**config.mk**
```make
export PLATFORM = sky130hd
export DESIGN_NAME = alu_result_queue
export DESIGN_NICKNAME = d
export VERILOG_FILES = /design/src/rtl/alu_pkg.sv /design/src/rtl/alu_res_mem.sv /design/src/rtl/alu_result_queue.sv
export SDC_FILE = /design/constraint.sdc
export NUM_CORES = 1
export LEC_CHECK = 0
export BUFFER_PORTS_ARGS = -buffer_cell sky130_fd_sc_hd__buf_2
export CORE_ASPECT_RATIO = 0.7
export CORE_MARGIN = 2
export CORE_UTILIZATION = 54
export CTS_CLUSTER_SIZE = 40
export DETAILED_ROUTE_END_ITERATION = 10
export GPL_TIMING_DRIVEN = 0
export PLACE_DENSITY = 0.77
export SYNTH_ARGS = -nofsm -noshare
export SYNTH_HDL_FRONTEND = slang
export SYNTH_HIERARCHICAL = 1
export SYNTH_SLANG_ARGS = --single-unit
```
**constraint.sdc**
```tcl
create_clock -name clk -period 2.7 [get_ports clk]
set_input_delay 0.135 -clock clk [delete_from_list [all_inputs] [get_ports clk]]
set_output_delay 0.135 -clock clk [all_outputs]
set_load 0.005 [all_outputs]
```
**src/rtl/alu_pkg.sv**
```systemverilog
// Shared definitions for the ALU result path: opcode encodings and entry layout.
package alu_pkg;

   localparam logic [2:0] OP_ADD = 3'b000;
   localparam logic [2:0] OP_SUB = 3'b001;
   localparam logic [2:0] OP_MAX = 3'b010;
   localparam logic [2:0] OP_LE  = 3'b011;
   localparam logic [2:0] OP_AVG = 3'b100;
   localparam logic [2:0] OP_SQR = 3'b101;
   localparam logic [2:0] OP_ABS = 3'b110;
   localparam logic [2:0] OP_SHR = 3'b111;

   // Entry = {result, sign, overflow, status, op}; flags plus opcode take 6 bits.
   localparam int ALU_N        = 5;
   localparam int ENTRY_FLAG_W = 6;
   localparam int ENTRY_W      = ALU_N + ENTRY_FLAG_W;

   function automatic logic is_add_sub(input logic [2:0] op);
      return (op == OP_ADD) || (op == OP_SUB);
   endfunction

endpackage

```
**src/rtl/alu_res_mem.sv**
```systemverilog
// DEPTH x W register array: one synchronous write port, one combinational read port.
module alu_res_mem #(
   parameter int DEPTH = 4,
   parameter int W     = 11,
   parameter int AW    = $clog2(DEPTH)
) (
   input  logic          clk,
   input  logic          wr_en,
   input  logic [AW-1:0] wr_addr,
   input  logic [W-1:0]  wr_data,
   input  logic [AW-1:0] rd_addr,
   output logic [W-1:0]  rd_data
);

   logic [W-1:0] mem_q [DEPTH];

   // NOTE: storage is deliberately not reset; validity is tracked by the
   // count in the parent, so resetting the array would only cost flops.
   always_ff @(posedge clk) begin
      if (wr_en) begin
         mem_q[wr_addr] <= wr_data;
      end
   end

   assign rd_data = mem_q[rd_addr];

endmodule

```
**src/rtl/alu_result_queue.sv**
```systemverilog
// FIFO of ALU results with flags/opcode, valid/ready on both sides, sticky overflow.
// Optional macro ALU_RES_SAT_EN: saturate overflowed ADD/SUB results on write.
module alu_result_queue
   import alu_pkg::*;
#(
   parameter int N     = 5,
   parameter int DEPTH = 4
) (
   input  logic                     clk,
   input  logic                     rst_n,
   input  logic                     in_valid,
   output logic                     in_ready,
   input  logic [N-1:0]             in_result,
   input  logic                     in_sign,
   input  logic                     in_overflow,
   input  logic                     in_status,
   input  logic [2:0]               in_op,
   output logic                     out_valid,
   input  logic                     out_ready,
   output logic [N-1:0]             out_result,
   output logic                     out_sign,
   output logic                     out_overflow,
   output logic                     out_status,
   output logic [2:0]               out_op,
   output logic [$clog2(DEPTH):0]   count,
   output logic                     sticky_ovf,
   input  logic                     sticky_clr
);

   localparam int AW = $clog2(DEPTH);
   localparam int CW = AW + 1;
   localparam int EW = N + ENTRY_FLAG_W;

   logic [AW-1:0] wr_ptr_q, wr_ptr_d;
   logic [AW-1:0] rd_ptr_q, rd_ptr_d;
   logic [CW-1:0] count_q, count_d;
   logic          sticky_q, sticky_d;

   logic          push, pop;
   logic [N-1:0]  wr_result;
   logic          wr_sign;
   logic [EW-1:0] wr_data, rd_data;

   assign in_ready  = (count_q != CW'(DEPTH));
   assign out_valid = (count_q != '0);
   assign push      = in_valid & in_ready;
   assign pop       = out_valid & out_ready;

   // NOTE: every variable gets a default before any branch so no latch is inferred.
   always_comb begin
      wr_result = in_result;
      wr_sign   = in_sign;
`ifdef ALU_RES_SAT_EN
      if (in_overflow && is_add_sub(in_op)) begin
         // A negative-looking wrap means the true result was a large positive.
         wr_result = in_sign ? {1'b0, {(N-1){1'b1}}} : {1'b1, {(N-1){1'b0}}};
         wr_sign   = ~in_sign;
      end
`endif
      wr_data = {wr_result, wr_sign, in_overflow, in_status, in_op};
   end

   always_comb begin
      wr_ptr_d = wr_ptr_q;
      rd_ptr_d = rd_ptr_q;
      count_d  = count_q;
      if (push) wr_ptr_d = wr_ptr_q + AW'(1);
      if (pop)  rd_ptr_d = rd_ptr_q + AW'(1);
      case ({push, pop})
         2'b10:   count_d = count_q + CW'(1);
         2'b01:   count_d = count_q - CW'(1);
         default: count_d = count_q;
      endcase
      // Set wins over a same-cycle clear.
      sticky_d = (sticky_q & ~sticky_clr) | (push & in_overflow);
   end

   // NOTE: state registers use non-blocking assignments so all flops update together.
   always_ff @(posedge clk or negedge rst_n) begin
      if (!rst_n) begin
         wr_ptr_q <= '0;
         rd_ptr_q <= '0;
         count_q  <= '0;
         sticky_q <= 1'b0;
      end else begin
         wr_ptr_q <= wr_ptr_d;
         rd_ptr_q <= rd_ptr_d;
         count_q  <= count_d;
         sticky_q <= sticky_d;
      end
   end

   alu_res_mem #(
      .DEPTH (DEPTH),
      .W     (EW),
      .AW    (AW)
   ) u_mem (
      .clk     (clk),
      .wr_en   (push),
      .wr_addr (wr_ptr_q),
      .wr_data (wr_data),
      .rd_addr (rd_ptr_q),
      .rd_data (rd_data)
   );

   assign {out_result, out_sign, out_overflow, out_status, out_op} = rd_data;
   assign count      = count_q;
   assign sticky_ovf = sticky_q;

endmodule

```
==> flow_metrics.py <==
metrics = {
    "logic_synthesis": {
        "syn_avg_cell_area_sq_um": 21.79,
        "yosysUniqueCellTypes": 24,
        "synth_most_common_cell": "edfxtp_1",
        "ys_ff_latch": 52,
        "yosysTopAreaCellShare": 0.6592,
        "yosysWarningCount": 6,
        "synthTopCellsByArea": "edfxtp_1 66%, mux4_2 11%, dfrtp_1 10%",
        "synth_nets": 110,
        "synth-edff-count": 44,
        "ys_top_cells_by_count": "44 x edfxtp_1, 10 x mux4_2, 8 x dfrtp_1, 4 x inv_1, 4 x xnor2_1",
        "synthCells": 92,
        "ys.flop_type": "edfxtp_1",
        "syn-cell-area_sq_um": 2004,
        "seq_area_frac_synth": 0.7591,
        "synthArstFlopShare": 0.1538,
        "synth_top_area_cell": "edfxtp_1",
    },
    "timing": {
        "max_freq_mhz": 487.4,
        "relSlewSlack": 0.6099,
        "finalClockSkew_ns": 0.007892,
        "fin_crit_ns": 2.052,
        "period_share": 0.7598,
        "worst_pin_slew_ns": 0.5851,
        "setup_violations": 0,
        "drv_slew": 0,
        "tns_ns": 0,
        "hold_viol_final": 0,
        "rsz0062_at_grt": "no",
    },
    "power": {
        "net-switching-power_uw": 682.4,
        "combPwrFrac": 0.326,
        "p_total_uw": 2354,
        "p_seq_frac": 0.502,
        "p_int_uw": 1671,
        "power.density_nw_per_um2": 1007,
        "swShare": 0.2899,
        "leakage_uw": 0.0008670,
        "clkPwrFrac": 0.173,
        "ir_drop_mv": 0.5536,
    },
    "floorplan": {
        "initial_utilization": 0.5669,
        "dieHeight_microns": 54.98,
        "ioPinCount": 33,
        "die_w_microns": 76.82,
        "core_sq_um": 3536,
        "die_area_sq_um": 4223,
        "num_rows": 18,
    },
    "placed_design": {
        "port_buffers": 32,
        "dpl.hpwl_mm": 2.168,
        "gp_congestion": 0.6788,
    },
    "routing": {
        "post-route-drc-count": 0,
        "vias_per_cell": 5.234,
        "vias": 963,
        "wl_mm": 3.029,
        "firstDrtPassIters": 4,
        "wire_per_inst_microns": 16.46,
        "ant_nets": 0,
        "first_iter_violations": 29,
    },
    "worst_setup_path": {
        "required_ns": 2.92,
        "regToRegEndpoint": "count[2]",
        "critical_path_class": "reg -> reg",
        "cpPeakStageDelay_ns": 0.44,
        "cp.arrival_ns": 2.27,
        "reg2reg_depth": 8,
        "path_cells": "or3b_4 > nand2_4 > ha_1 > inv_1 > fa_1 > xor2_1 > nor2_1 > xor2_1",
        "crit_cells": 8,
        "rrSetupSlack_ns": 0.65,
        "worstPathMaxFanout": 6,
        "crit_top_cell": "xor2_1",
        "crit_path_end": "count[2]",
        "critPathLaunch": "count[0]",
        "reg2reg_from": "count[0]",
        "end_kind": "flop",
        "path_delay_family": "simple AND/OR/NAND/NOR gates",
        "critPathLaunchType": "flop",
        "crit_slowest_cell": "dfrtp_1",
        "cp_num_buf_inv": 1,
    },
    "clock_tree": {
        "numCtsBuffers": 5,
        "clkTransAtPathRegs_ns": 0.08,
        "clk_latency_ns": 0.29,
        "clockRootBuffer": "clkbuf_8",
        "clock-sinks": 52,
        "max-clock-path-buffers": 2,
        "ctsResizeCount": 0,
        "h-tree-depth": 2,
        "cts_tree": "built",
    },
    "global_routing": {
        "track_usage": 0.1598,
        "grt_max_degree": 16,
        "grt.overflow.total": 0,
        "first_global_vias": 942,
        "antenna_found_initial": 0,
        "grt_pass1_wl_mm": 4.664,
    },
    "worst_hold_path": {
        "min_path_type": "in -> reg",
    },
    "finish": {
        "fillCellCount": 248,
        "nets": 151,
        "n_antenna_cell": 0,
        "synthToLayoutAreaGrowth_pct": 16.60,
        "drive_gt1_frac": 0.4254,
    },
    "status": {
        "outcome": "completed",
    },
    "flow_run": {
        "drv_cap": 0,
    },
}
how the worst min path moves through the flow:
stage	from	to	slack, ns	depth (start not counted)
after detailed placement	rst_n	wr_ptr_q[0]	-0.008	1
after global routing	in_result[4]	u_mem/mem_q[0][10]	0.05	1
after floorplan	rst_n	count[0]	-0.16	0
after global placement	rst_n	wr_ptr_q[0]	-0.02	1
final	in_result[2]	u_mem/mem_q[1][8]	0.05	1
after CTS	in_result[2]	u_mem/mem_q[1][8]	0.04	1
stage by stage:
stage                     instance area [sq um]    util  worst slack [ns]  hold WS, ns  cells
after floorplan                            2004       -            0.6172      -0.1606     92
after global placement                     2227  0.6299           0.03839     -0.01713    174
after detailed placement                   2243  0.6345            0.6689    -0.008250    175
after CTS                                  2337  0.6610            0.6391      0.04466    184
after global routing                       2337  0.6610            0.5110      0.04892    184
final                                      2337  0.6610            0.6485      0.05350    184
sequential cells by signal, summed over array words and instances (netlist names):
register / cells
count: 3
u_mem/mem_q: 44
rd_ptr_q: 2
sticky_ovf: 1
wr_ptr_q: 2
cells in the final DEF (no fill, tap or decap), drive strengths merged:
cell / Yosys / routed
nor3b: 1 / 1
clkinvlp: 0 / 1
fa: 1 / 1
clkbuf: 0 / 6
and3b: 2 / 2
mux2i: 1 / 1
xnor2: 4 / 4
nand3: 1 / 1
xor2: 3 / 3
edfxtp: 44 / 44
or3b: 1 / 1
dfrtp: 8 / 8
clkinv: 0 / 1
o31a: 1 / 1
or3: 1 / 1
buf: 2 / 35
inv: 5 / 5
nor2: 1 / 1
and3: 1 / 1
dlygate4sd3: 0 / 1
ha: 1 / 1
a22o: 1 / 1
mux4: 11 / 11
nand2: 2 / 2
cells by family (layout without fill, tap and decap cells):
group | count (synthesis) | count (layout) | synth area share
XOR/XNOR | 7 | 7 | 0.03059
AO/OA/AOI/OAI | 2 | 2 | 0.009364
multiplexers | 12 | 12 | 0.1305
adder cells (fa/ha/maj) | 2 | 2 | 0.01623
AND/OR/NAND/NOR | 10 | 10 | 0.03683
flip-flops | 52 | 52 | 0.7591
buffers and inverters | 7 | 49 | 0.01747
timing repair:
item,in CTS,in global routing
endpoints found under the setup margin,0,0
hold buffers,1,0
hold endpoints to repair,8,0
setup buffers,0,0
cell type report:
| cell class | count | area (sq um) | area share |
|---|---|---|---|
| Multi-Input combinational cell | 33 | 452.9 | 0.1938 |
| Inverter | 5 | 18.77 | 0.008030 |
| Tap cell | 50 | 62.56 | 0.02677 |
| Clock inverter | 2 | 11.26 | 0.004818 |
| Clock buffer | 6 | 72.57 | 0.03105 |
| Buffer | 2 | 16.27 | 0.006959 |
| Sequential cell | 52 | 1521 | 0.6510 |
| Timing Repair Buffer | 34 | 181.4 | 0.07762 |
layer usage:
layer / vias to the layer above / track usage / part of all wire
met3: 6 / 0.04383 / 0.035
met1: 488 / 0.2077 / 0.45
li1: 447 / - / -
met2: 22 / 0.2675 / 0.50
met5: - / 0 / 0
met4: 0 / 0.06364 / 0.011
power groups by stage:
stage	registers [uW]	logic, uW	clock network, uW
after global placement	1180	759	0
after detailed placement	1200	787	0
after CTS	1180	788	417
final	1180	767	406
after floorplan	1170	514	0
after global routing	1210	844	446
(Power assumes the default switching activity.)
